## src/rtl/r200_ifq.sv

```systemverilog
// r200_ifq: instruction fetch queue with at most one outstanding imem request.
// Optional macro R200_IFQ_BYPASS_EN forwards an ack straight to decode when the queue is empty.
module r200_ifq #(
    parameter logic [31:0] RESET_PC = 32'h0000_0000,
    parameter int          DEPTH    = 4
) (
    input  logic        clk,
    input  logic        rst,
    output logic        imem_req,
    output logic [31:0] imem_addr,
    input  logic        imem_ack,
    input  logic [31:0] imem_rdata,
    input  logic        redirect,
    input  logic [31:0] redirect_pc,
    input  logic        id_ready,
    output logic        id_valid,
    output logic [31:0] id_instrn,
    output logic [31:0] id_pc_addrout,
    output logic [31:0] id_pcp4,
    output logic [1:0]  dbg_state,
    output logic [3:0]  dbg_count
);

    localparam int          AW  = (DEPTH > 1) ? $clog2(DEPTH) : 1;
    localparam int          CW  = AW + 1;
    localparam logic [31:0] NOP = 32'h0000_0013;

    typedef enum logic [1:0] {
        IDLE = 2'd0,
        WAIT = 2'd1,
        DROP = 2'd2
    } state_e;

    state_e          state_q, state_d;
    logic [31:0]     fetch_pc_q, fetch_pc_d;
    logic [31:0]     req_pc_q, req_pc_d;
    logic [AW-1:0]   wr_ptr_q, wr_ptr_d;
    logic [AW-1:0]   rd_ptr_q, rd_ptr_d;
    logic [CW-1:0]   count_q, count_d;
    logic [31:0]     pc_mem_q  [DEPTH];
    logic [31:0]     ins_mem_q [DEPTH];

    logic            issue;
    logic            take_ack;
    logic            bypass_vld;
    logic            push;
    logic            pop;
    logic            unused_redirect_lsb;

    assign unused_redirect_lsb = ^redirect_pc[1:0];

    // Request only while the queue has room; the single outstanding slot is free in IDLE.
    assign issue    = (state_q == IDLE) && (count_q < CW'(DEPTH)) && !rst && !redirect;
    assign take_ack = (state_q == WAIT) && imem_ack && !rst && !redirect;

`ifdef R200_IFQ_BYPASS_EN
    assign bypass_vld = take_ack && (count_q == '0);
`else
    assign bypass_vld = 1'b0;
`endif

    assign pop  = (count_q != '0) && id_ready;
    assign push = take_ack && !(bypass_vld && id_ready);

    assign imem_req      = issue;
    assign imem_addr     = fetch_pc_q;
    assign id_valid      = (count_q != '0) || bypass_vld;
    assign id_pc_addrout = bypass_vld ? req_pc_q   : pc_mem_q[rd_ptr_q];
    assign id_instrn     = bypass_vld ? imem_rdata : ins_mem_q[rd_ptr_q];
    assign id_pcp4       = id_pc_addrout + 32'd4;
    assign dbg_state     = state_q;
    assign dbg_count     = 4'(count_q);

    always_comb begin
        state_d    = state_q;
        fetch_pc_d = fetch_pc_q;
        req_pc_d   = req_pc_q;
        wr_ptr_d   = wr_ptr_q;
        rd_ptr_d   = rd_ptr_q;
        count_d    = count_q;

        case (state_q)
            IDLE: begin
                if (issue) begin
                    state_d    = WAIT;
                    req_pc_d   = fetch_pc_q;
                    fetch_pc_d = fetch_pc_q + 32'd4;
                end
            end
            WAIT: begin
                // An ack coinciding with a redirect is simply discarded; only a
                // still-pending response needs the DROP state.
                if (imem_ack)      state_d = IDLE;
                else if (redirect) state_d = DROP;
            end
            DROP: begin
                if (imem_ack) state_d = IDLE;
            end
            default: state_d = IDLE;
        endcase

        if (push) wr_ptr_d = wr_ptr_q + AW'(1);
        if (pop)  rd_ptr_d = rd_ptr_q + AW'(1);
        count_d = count_q + CW'(push) - CW'(pop);

        if (redirect) begin
            fetch_pc_d = {redirect_pc[31:2], 2'b00};
            wr_ptr_d   = '0;
            rd_ptr_d   = '0;
            count_d    = '0;
        end
    end

    always_ff @(posedge clk) begin
        if (rst) begin
            // A response still in flight at reset must be swallowed when it lands.
            if ((state_q == WAIT || state_q == DROP) && !imem_ack) state_q <= DROP;
            else                                                   state_q <= IDLE;
            fetch_pc_q <= RESET_PC & 32'hFFFF_FFFC;
            req_pc_q   <= '0;
            wr_ptr_q   <= '0;
            rd_ptr_q   <= '0;
            count_q    <= '0;
            for (int i = 0; i < DEPTH; i++) begin
                pc_mem_q[i]  <= '0;
                ins_mem_q[i] <= NOP;
            end
        end else begin
            state_q    <= state_d;
            fetch_pc_q <= fetch_pc_d;
            req_pc_q   <= req_pc_d;
            wr_ptr_q   <= wr_ptr_d;
            rd_ptr_q   <= rd_ptr_d;
            count_q    <= count_d;
            if (push) begin
                pc_mem_q[wr_ptr_q]  <= req_pc_q;
                ins_mem_q[wr_ptr_q] <= imem_rdata;
            end
        end
    end

endmodule

```

## config.mk

```make
export PLATFORM = sky130hd
export DESIGN_NAME = r200_ifq
export DESIGN_NICKNAME = d
export VERILOG_FILES = /design/src/rtl/r200_ifq.sv
export SDC_FILE = /design/constraint.sdc
export NUM_CORES = 1
export LEC_CHECK = 0
export CAP_MARGIN = 20
export CELL_PAD_IN_SITES_DETAIL_PLACEMENT = 0
export CELL_PAD_IN_SITES_GLOBAL_PLACEMENT = 1
export CORE_ASPECT_RATIO = 1.2
export CORE_MARGIN = 1.5
export CORE_UTILIZATION = 45
export DETAILED_ROUTE_END_ITERATION = 10
export PLACE_DENSITY_LB_ADDON = 0.1
export SLEW_MARGIN = 5
export SYNTH_ARGS = -nofsm -noshare
export SYNTH_HDL_FRONTEND = slang
export SYNTH_SLANG_ARGS = --single-unit
```

## constraint.sdc

```tcl
create_clock -name clk -period 9.55 [get_ports clk]
set_input_delay 2.865 -clock clk [delete_from_list [all_inputs] [get_ports clk]]
set_output_delay 2.865 -clock clk [all_outputs]
set_load 0.05 [all_outputs]
```

==> impl_metrics.tcl, run 1 <==
set metrics [dict create \
    max_freq_ghz 0.123 \
    wirelength_mm 34.0 \
    p_int_uw 2440 \
    cts_resized 0 \
    die-height_um 200 \
    cts_tree "yes" \
    setup_violations 0 \
    clkPwrFrac_pct 37.3 \
    power_frac_seq_pct 48.3 \
    ys_types 56 \
    n_fill_cell 2722 \
    setup_tns_ns 0 \
    placedCellCount 1641 \
    synth_edf_count 250 \
    finalMaxSlewViolations 0 \
    maxCapViolCount 0 \
    p_per_area_nw_per_um2 186 \
    reg2reg_from "dbg_state[1]" \
    p_switching_uw 889 \
    io_pins 205 \
    dpl.hpwl_mm 20.5 \
    die_x_um 167 \
    endpoint_kind "output pin" \
    ir_worst_vdd_v 0.000128 \
    syn_inst 1091 \
    drive_gt1_share_pct 11.0 \
    grt_overflow_total 0 \
    insertion_delay_ns 0.52 \
    syn_area_per_cell_um2 13.4 \
    crit_start "redirect" \
    cts-htree-levels 2 \
    port_buffers 195 \
    ys_ff_latch 319 \
    dr_total_vias 8953 \
    rrSetupSlack_ns 5.41 \
    hold_viol 0 \
    first_pass_iters 4 \
    clkSinkCount 319 \
    viasPerCell 5.26 \
    clkSlewWorstSetupHoldPaths_ns 0.06 \
    multiInputGateArea_um2 5350 \
    area_growth_pct 22.5 \
    n_antenna_cell 0 \
    ff_latch_area_um2 8890 \
    cp_common_cell "or2_2" \
    relSlewSlack_pct 29.1 \
    status "completed" \
    grt_pass1_wl_mm 53.4 \
    crit_arrival_ns 5.26 \
    crit_type "in -> out" \
    drc 0 \
    die_area_um2 33500 \
    place_congestion 0.786 \
    endpoint "imem_req" \
    cts_max_path_buffers 3 \
    grt_pass1_vias 9161 \
    hold_buffers 0 \
    worst-r2r-cell-count 9 \
    instances_no_fill 1702 \
    wl_per_cell_um 20.0 \
    cp_cell_sequence "clkdlybuf4s50_1 -> or2_2 -> or2_2 -> inv_1 -> buf_4" \
    antenna_found_initial 0 \
    netlist_area_um2 14600 \
    start_util_pct 45.5 \
    ant_nets 0 \
    leakage_uw 0.00625 \
    cts_buffers 34 \
    grt_max_degree 68 \
    ys_dominant_reg_cell "edfxtp_1" \
    crit_required_ns 6.69 \
    gr-usage-all-layers_pct 20.8 \
    placementRows 72 \
    post_cts_buffers 0 \
    min_period_ns 8.13 \
    min-delay-start "req_pc_q[18]" \
    rsz0062_at_grt "false" \
    postSynth.asyncResetShare_pct 0 \
    cp_slowest_cell "clkdlybuf4s50_1" \
    hold_path.class "reg -> reg" \
    crit_fanout 33 \
    period_share_pct 85.1 \
    power_frac_comb_pct 14.4 \
    tightest_slew_ns 1.06 \
    cts_root_buf "clkbuf_16" \
    cp-start-kind "input pin" \
    r2r-end "ins_mem_q[1][25]" \
    swShare_pct 26.7 \
    clock_skew_ns 0.0263 \
    slowest_delay_ns 0.78 \
    yosys_warnings 0 \
    synth-seq-area-share_pct 60.9 \
    nNetsFinal 1348 \
    drt_iter0_markers 462 \
    core_um2 32100 \
]
==> Yosys cell counts (2+ instances only) <==
cell / instances / area, um^2
edfxtp_1: 250 / 7510
and2_1: 243 / 1520
nand2_1: 94 / 353
dfxtp_1: 69 / 1380
mux4_2: 53 / 1190
clkbuf_1: 48 / 180
nor2_1: 43 / 161
a21oi_1: 40 / 200
xnor2_1: 30 / 263
xor2_1: 28 / 245
nand4_1: 19 / 119
nand3_1: 18 / 90.1
a211oi_1: 17 / 128
inv_1: 12 / 45.0
nand2b_1: 11 / 68.8
mux4_1: 9 / 236
ha_1: 8 / 100
buf_4: 7 / 52.6
nor3_1: 7 / 35.0
or3_1: 7 / 43.8
and4_1: 6 / 52.6
buf_6: 6 / 67.6
or2_2: 6 / 37.5
o21ai_0: 5 / 25.0
and3_1: 4 / 25.0
buf_1: 4 / 15.0
buf_2: 4 / 20.0
nor4_1: 3 / 18.8
nor4_2: 3 / 37.5
nor4b_1: 3 / 26.3
a31oi_1: 2 / 12.5
mux2i_1: 2 / 20.0
nand3_2: 2 / 20.0
nand4_2: 2 / 25.0
nor3b_1: 2 / 15.0
nor4_4: 2 / 42.5
nor4bb_1: 2 / 20.0
or4_1: 2 / 15.0
==> per-layer routing <==
metal	GRT usage, %	vias up	routed length, um
met5	0	-	0
met4	5.95	0	766
met3	3.40	51	1410
met2	36.5	213	17300
met1	26.5	4404	14500
li1	-	4285	-
==> critical path, delay by kind of cell <==
kind / cells / cell delay, ns
buf+inv: 3 / 1.15
simple gates: 2 / 1.22
==> placed cells by master (no fill, tap or decap), types with 5 or more instances in the layout <==
master           count
a211oi_1            17
a21oi_1             40
and2_1             243
and4_1               6
buf_4               14
clkbuf_1             7
clkbuf_16           35
clkdlybuf4s50_1    193
clkinv_1             5
clkinv_2             9
conb_1               7
dfxtp_1             67
edfxtp_1           250
ha_1                 8
inv_1               12
mux4_1               9
mux4_2              53
nand2_1             94
nand2b_1            11
nand3_1             18
nand4_1             19
nor2_1              42
nor3_1               6
or3_1                7
xnor2_1             30
xor2_1              28
==> worst min-delay path by stage <==
stage / end / slack (ns) / cells after the start
2_1_floorplan: req_pc_q[10] / 0.46 / 2
3_3_place_gp: req_pc_q[14] / 0.47 / 2
3_5_place_dp: req_pc_q[27] / 0.48 / 2
4_1_cts: req_pc_q[27] / 0.49 / 2
5_1_grt: req_pc_q[18] / 0.51 / 2
6_report: req_pc_q[18] / 0.49 / 2
==> power by group through the flow <==
stage	registers [uW]	logic [uW]	clock network (uW)
after floorplan	1670	271	0
after global placement	1640	483	0
after detailed placement	1640	484	0
final	1610	478	1240
after CTS	1610	485	1270
after global routing	1620	510	1320
==> sequential cells by signal (all words and copies together) (netlist names), named ones only <==
name / flops
dbg_state: 2
req_pc_q: 30
ins_mem_q: 128
wr_ptr_q: 2
rd_ptr_q: 2
imem_addr: 30
pc_mem_q: 120
count_q: 3
==> cell type report <==
type | instances | area share, %
clock buffer | 43 | 5.12
clock inverter | 18 | 0.679
inverter | 13 | 0.273
multi-input combinational | 694 | 29.9
sequential | 319 | 49.7
tap | 407 | 2.85
timing repair buffer | 208 | 11.4
==> kinds of logic after synthesis <==
group / synth area share [%]
mux: 9.93
simple gates: 19.2
flops: 60.9
fa+ha+maj: 0.823
buf+inv: 2.87
compound gates: 2.79
other cells: 0.0257
xor+xnor: 3.48
==> through the flow <==
step	utilization, %	power, uW	hold WS, ns	cell area, um^2	setup WS [ns]
after detailed placement	52.5	2120	0.483	16800	1.41
after global placement	52.5	2120	0.475	16800	1.41
after global routing	55.8	3440	0.509	17900	1.27
after CTS	55.8	3360	0.491	17900	1.40
after floorplan	-	1940	0.457	14600	1.09
final	55.8	3330	0.486	17900	1.42
(Power assumes the default switching activity.)
==> inputs of run 2 (changes only) <==
Settings changed: CORE_UTILIZATION 45 to 46, CTS_BUF_LIST set to sky130_fd_sc_hd__clkbuf_2 sky130_fd_sc_hd__clkbuf_4 sky130_fd_sc_hd__clkbuf_8, CTS_CLUSTER_DIAMETER set to 100.
==> impl_metrics.tcl, run 2 (synthesis results as in run 1) <==
set metrics [dict create \
    status "completed" \
    largest_reg_flops 128 \
    die_x_um 166 \
    hold_viol 0 \
    ir_worst_vdd_v 0.0000971 \
    core_um2 31300 \
    wl_per_cell_um 20.1 \
    cts_buffers 52 \
    post_cts_buffers 0 \
    p_per_area_nw_per_um2 181 \
    cts-htree-levels 2 \
    n_fill_cell 2620 \
    rsz0062_at_grt "false" \
    grt_overflow_total 0 \
    maxCapViolCount 0 \
    cts_max_path_buffers 3 \
    max_freq_ghz 0.124 \
    start_util_pct 46.7 \
    relSlewSlack_pct 30.7 \
    viasPerCell 5.31 \
    top_register "ins_mem_q" \
    wirelength_mm 34.8 \
    first_pass_iters 5 \
    grt_pass1_vias 9427 \
    drc 0 \
    endpoint_kind "output pin" \
    final_cell_mix "edfxtp_1, and2_1, clkdlybuf4s50_1" \
    die_area_um2 32800 \
    cp-start-kind "input pin" \
    crit_arrival_ns 5.23 \
    p_int_uw 2350 \
    swShare_pct 27.3 \
    tightest_slew_ns 1.04 \
    port_buffers 195 \
    gr-usage-all-layers_pct 21.4 \
    clkPwrFrac_pct 35.5 \
    finalMaxSlewViolations 0 \
    grt_max_degree 68 \
    drive_gt1_share_pct 13.0 \
    crit_fanout 33 \
    antenna_found_initial 0 \
    ant_nets 0 \
    cts_tree "yes" \
    period_share_pct 84.8 \
    drt_iter0_markers 643 \
    hold_path.class "reg -> reg" \
    cts_root_buf "clkbuf_8" \
    final_util_pct 57.1 \
    n_antenna_cell 0 \
    die-height_um 198 \
    dr_total_vias 9179 \
    final_common_cell "edfxtp_1" \
    reg.largest.list "ins_mem_q: 128 flops, pc_mem_q: 120 flops" \
    clkSinkCount 319 \
    power_frac_seq_pct 49.7 \
    io_pins 205 \
    dpl.hpwl_mm 21.0 \
    setup_tns_ns 0 \
    min_period_ns 8.09 \
    area_growth_pct 22.3 \
    grt_pass1_wl_mm 54.1 \
    power_frac_comb_pct 14.8 \
    cts_resized 0 \
    crit_type "in -> out" \
    place_congestion 0.838 \
    leakage_uw 0.00628 \
    p_switching_uw 884 \
    clock_skew_ns 0.0134 \
    crit_required_ns 6.69 \
    hold_buffers 0 \
    clkSlewWorstSetupHoldPaths_ns 0.06 \
    placementRows 71 \
    setup_violations 0 \
    insertion_delay_ns 0.58 \
    nNetsFinal 1368 \
]
-- run 2: cell count changes in the layout (fill, tap and decap cells not counted), sizes merged --
| cell | delta |
|---|---|
| clkinvlp | -3 |
| clkbuf | +28 |
| inv | -1 |
| clkinv | +8 |
| buf | +2 |
-- run 2: metal layers --
| layer | vias up | track usage [%] | routed length (um) |
|---|---|---|---|
| met5 | - | 0 | 0 |
| met4 | 0 | 5.91 | 677 |
| met3 | 56 | 3.64 | 1610 |
| met2 | 234 | 38.7 | 18200 |
| met1 | 4552 | 26.5 | 14300 |
| li1 | 4337 | - | - |
-- run 2: path summary, 6_finish.rpt --
kind                                          to  slack [ns]  depth (start not counted)         start
worst max-delay path                    imem_req        1.46                          7      redirect
worst min-delay path                req_pc_q[19]        0.48                          2  req_pc_q[19]
worst max register to register  ins_mem_q[1][15]        6.02                          9  dbg_state[1]
worst min register to register      req_pc_q[19]        0.48                          2  req_pc_q[19]
-- run 2: power groups by stage --
stage | combinational (uW) | clock [uW] | sequential, uW
finish | 479 | 1150 | 1610
global route | 510 | 1240 | 1620
CTS | 486 | 1180 | 1610
detailed placement | 485 | 0 | 1640
global placement | 482 | 0 | 1640
floorplan | 271 | 0 | 1670
-- run 2: worst max-delay path, cell delays in order --
cell and delay, ns:
clkdlybuf4s50_1 0.39, buf_4 0.20, or2_2 0.45, or2_2 0.59, inv_1 0.12, buf_4 0.33
buf_4 0.27
-- run 2: area by class of cell --
type / count / area [um^2] / share of cell area, %
clock buffers: 71 / 883 / 4.95
repair buffers: 210 / 2060 / 11.5
inverters: 13 / 48.8 / 0.273
well taps: 401 / 502 / 2.81
flip-flops and latches: 319 / 8900 / 49.8
multi-input cells: 694 / 5350 / 30.0
clock inverters: 22 / 118 / 0.659
-- run 2: through the flow --
step	power (uW)	cell area (um^2)	hold WS [ns]	std cells	setup slack, ns
floorplan	1940	14600	0.457	1097	1.09
global placement	2120	16900	0.477	1637	1.42
detailed placement	2120	16900	0.475	1637	1.43
CTS	3270	17900	0.484	1730	1.42
global route	3370	17900	0.513	1730	1.32
finish	3240	17900	0.481	1730	1.46
==> inputs of run 3 (changes only) <==
Settings changed: CORE_UTILIZATION 46 to 42.
Clock period 9.55 ns to 7 ns, I/O delays scaled along.
==> impl_metrics.tcl, run 3 (synthesis results as in run 1) <==
set metrics [dict create \
    core_um2 34200 \
    swShare_pct 26.7 \
    start_util_pct 42.7 \
    reg.largest.list "ins_mem_q: 128 flops, pc_mem_q: 120 flops" \
    largest_reg_flops 128 \
    cp-start-kind "flip-flop" \
    p_switching_uw 1210 \
    grt_max_degree 68 \
    cts_tree "yes" \
    final_common_cell "edfxtp_1" \
    placedCellCount 1692 \
    crit_arrival_ns 4.08 \
    die_x_um 173 \
    cts_resized 0 \
    endpoint_kind "output pin" \
    place_ws_ns 0.911 \
    endpoint "id_pcp4[28]" \
    post_cts_buffers 0 \
    drive_gt1_share_pct 13.5 \
    die-height_um 207 \
    n_fill_cell 2951 \
    final_cell_mix "edfxtp_1, and2_1, clkdlybuf4s50_1" \
    worst-path-buf-inv 1 \
    ir_worst_vdd_v 0.000159 \
    worst-r2r-cell-count 9 \
    dpl.hpwl_mm 20.9 \
    gr-usage-all-layers_pct 20.1 \
    io_pins 205 \
    die_area_um2 35900 \
    path_depth 6 \
    first_pass_iters 4 \
    multiInputGateArea_um2 5350 \
    cts-htree-levels 2 \
    nNetsFinal 1368 \
    final_util_pct 52.7 \
    cp_slowest_cell "clkdlybuf4s50_1" \
    ant_nets 0 \
    period_share_pct 88.3 \
    rrSetupSlack_ns 4.09 \
    top_register "ins_mem_q" \
    placementRows 74 \
    clock_skew_ns 0.0178 \
    tightest_slew_ns 1.08 \
    cp_top_family "simple AND/OR/NAND/NOR gates" \
    wirelength_mm 35.4 \
    place_congestion 0.758 \
    maxCapViolCount 0 \
    max_freq_ghz 0.162 \
    dr_total_vias 9007 \
    setup_tns_ns 0 \
    layout_setup_ws_ns 0.816 \
    antenna_found_initial 0 \
    n_antenna_cell 0 \
    p_int_uw 3320 \
    ff_latch_area_um2 8900 \
    r2r-end "imem_addr[19]" \
    port_buffers 195 \
    clkPwrFrac_pct 37.1 \
    min_period_ns 6.18 \
    p_per_area_nw_per_um2 252 \
    crit_type "reg -> out" \
    grt_pass1_wl_mm 55.3 \
    slowest_delay_ns 0.84 \
    power_frac_seq_pct 48.4 \
    rsz0062_at_grt "false" \
    area_growth_pct 23.4 \
    cp_cell_sequence "mux4_1 -> nand4_2 -> or4_4 -> nor4_4 -> xor2_1 -> clkdlybuf4s50_1" \
    power_frac_comb_pct 14.6 \
    cts_buffers 52 \
    setup_violations 0 \
    wl_per_cell_um 19.8 \
    reg2reg_from "dbg_state[0]" \
    viasPerCell 5.04 \
    hold_path.class "reg -> reg" \
    insertion_delay_ns 0.59 \
    drc 0 \
    crit_required_ns 4.90 \
    finalMaxSlewViolations 0 \
    grt_overflow_total 0 \
    hold_buffers 0 \
    crit_fanout 29 \
    grt_pass1_vias 9648 \
    instances_no_fill 1786 \
    drt_iter0_markers 537 \
    hold_viol 0 \
    cts_root_buf "clkbuf_8" \
    relSlewSlack_pct 27.9 \
    status "completed" \
    clkSinkCount 319 \
    clkSlewWorstSetupHoldPaths_ns 0.06 \
    leakage_uw 0.00633 \
    cts_max_path_buffers 3 \
]
==> run 3: metal layers <==
metal / global-route usage (%) / vias up / part of all wire, %
li1: - / 4325 / -
met1: 25.1 / 4395 / 42
met4: 6.57 / 0 / 2.4
met3: 3.64 / 58 / 4.5
met5: 0 / - / 0
met2: 35.1 / 229 / 51
==> run 3: worst reg2reg max path: cells and delay by family (launching register included) <==
kind,cells,cell delay [ns]
DFF,1,0.42
AOI/OAI and AO/OA,1,0.17
buffers and inverters,3,0.71
adders and majority gates,1,0.27
and+or+nand+nor,4,1.29
==> run 3: power by group through the flow <==
stage                     sequential, uW  combinational [uW]  clock, uW
after global routing                2210                 702       1800
after global placement              2230                 667          0
after CTS                           2200                 669       1720
final                               2190                 660       1680
after floorplan                     2280                 370          0
after detailed placement            2230                 667          0
==> run 3: worst min-delay path by stage <==
stage          cells after the start      endpoint         start  slack (ns)
2_1_floorplan                      2  req_pc_q[10]  req_pc_q[10]        0.46
3_3_place_gp                       2  req_pc_q[11]  req_pc_q[11]        0.48
3_5_place_dp                       2  req_pc_q[20]  req_pc_q[20]        0.48
4_1_cts                            2  req_pc_q[11]  req_pc_q[11]        0.49
5_1_grt                            2  req_pc_q[19]  req_pc_q[19]        0.52
6_report                           2  req_pc_q[26]  req_pc_q[26]        0.49
==> run 3: per-stage QoR <==
stage | power [uW] | area (um^2) | hold WS [ns]
floorplan | 2650 | 14600 | 0.457
global placement | 2900 | 16900 | 0.477
detailed placement | 2900 | 16900 | 0.480
CTS | 4590 | 18000 | 0.490
global route | 4710 | 18000 | 0.518
finish | 4530 | 18000 | 0.486
==> run 3: final cells by class <==
type,count,share of cell area (%)
clock inverters,16,0.799
multi-input cells,694,29.7
flip-flops and latches,319,49.4
well taps,456,3.17
clock buffers,78,5.19
repair buffers,210,11.5
inverters,13,0.271
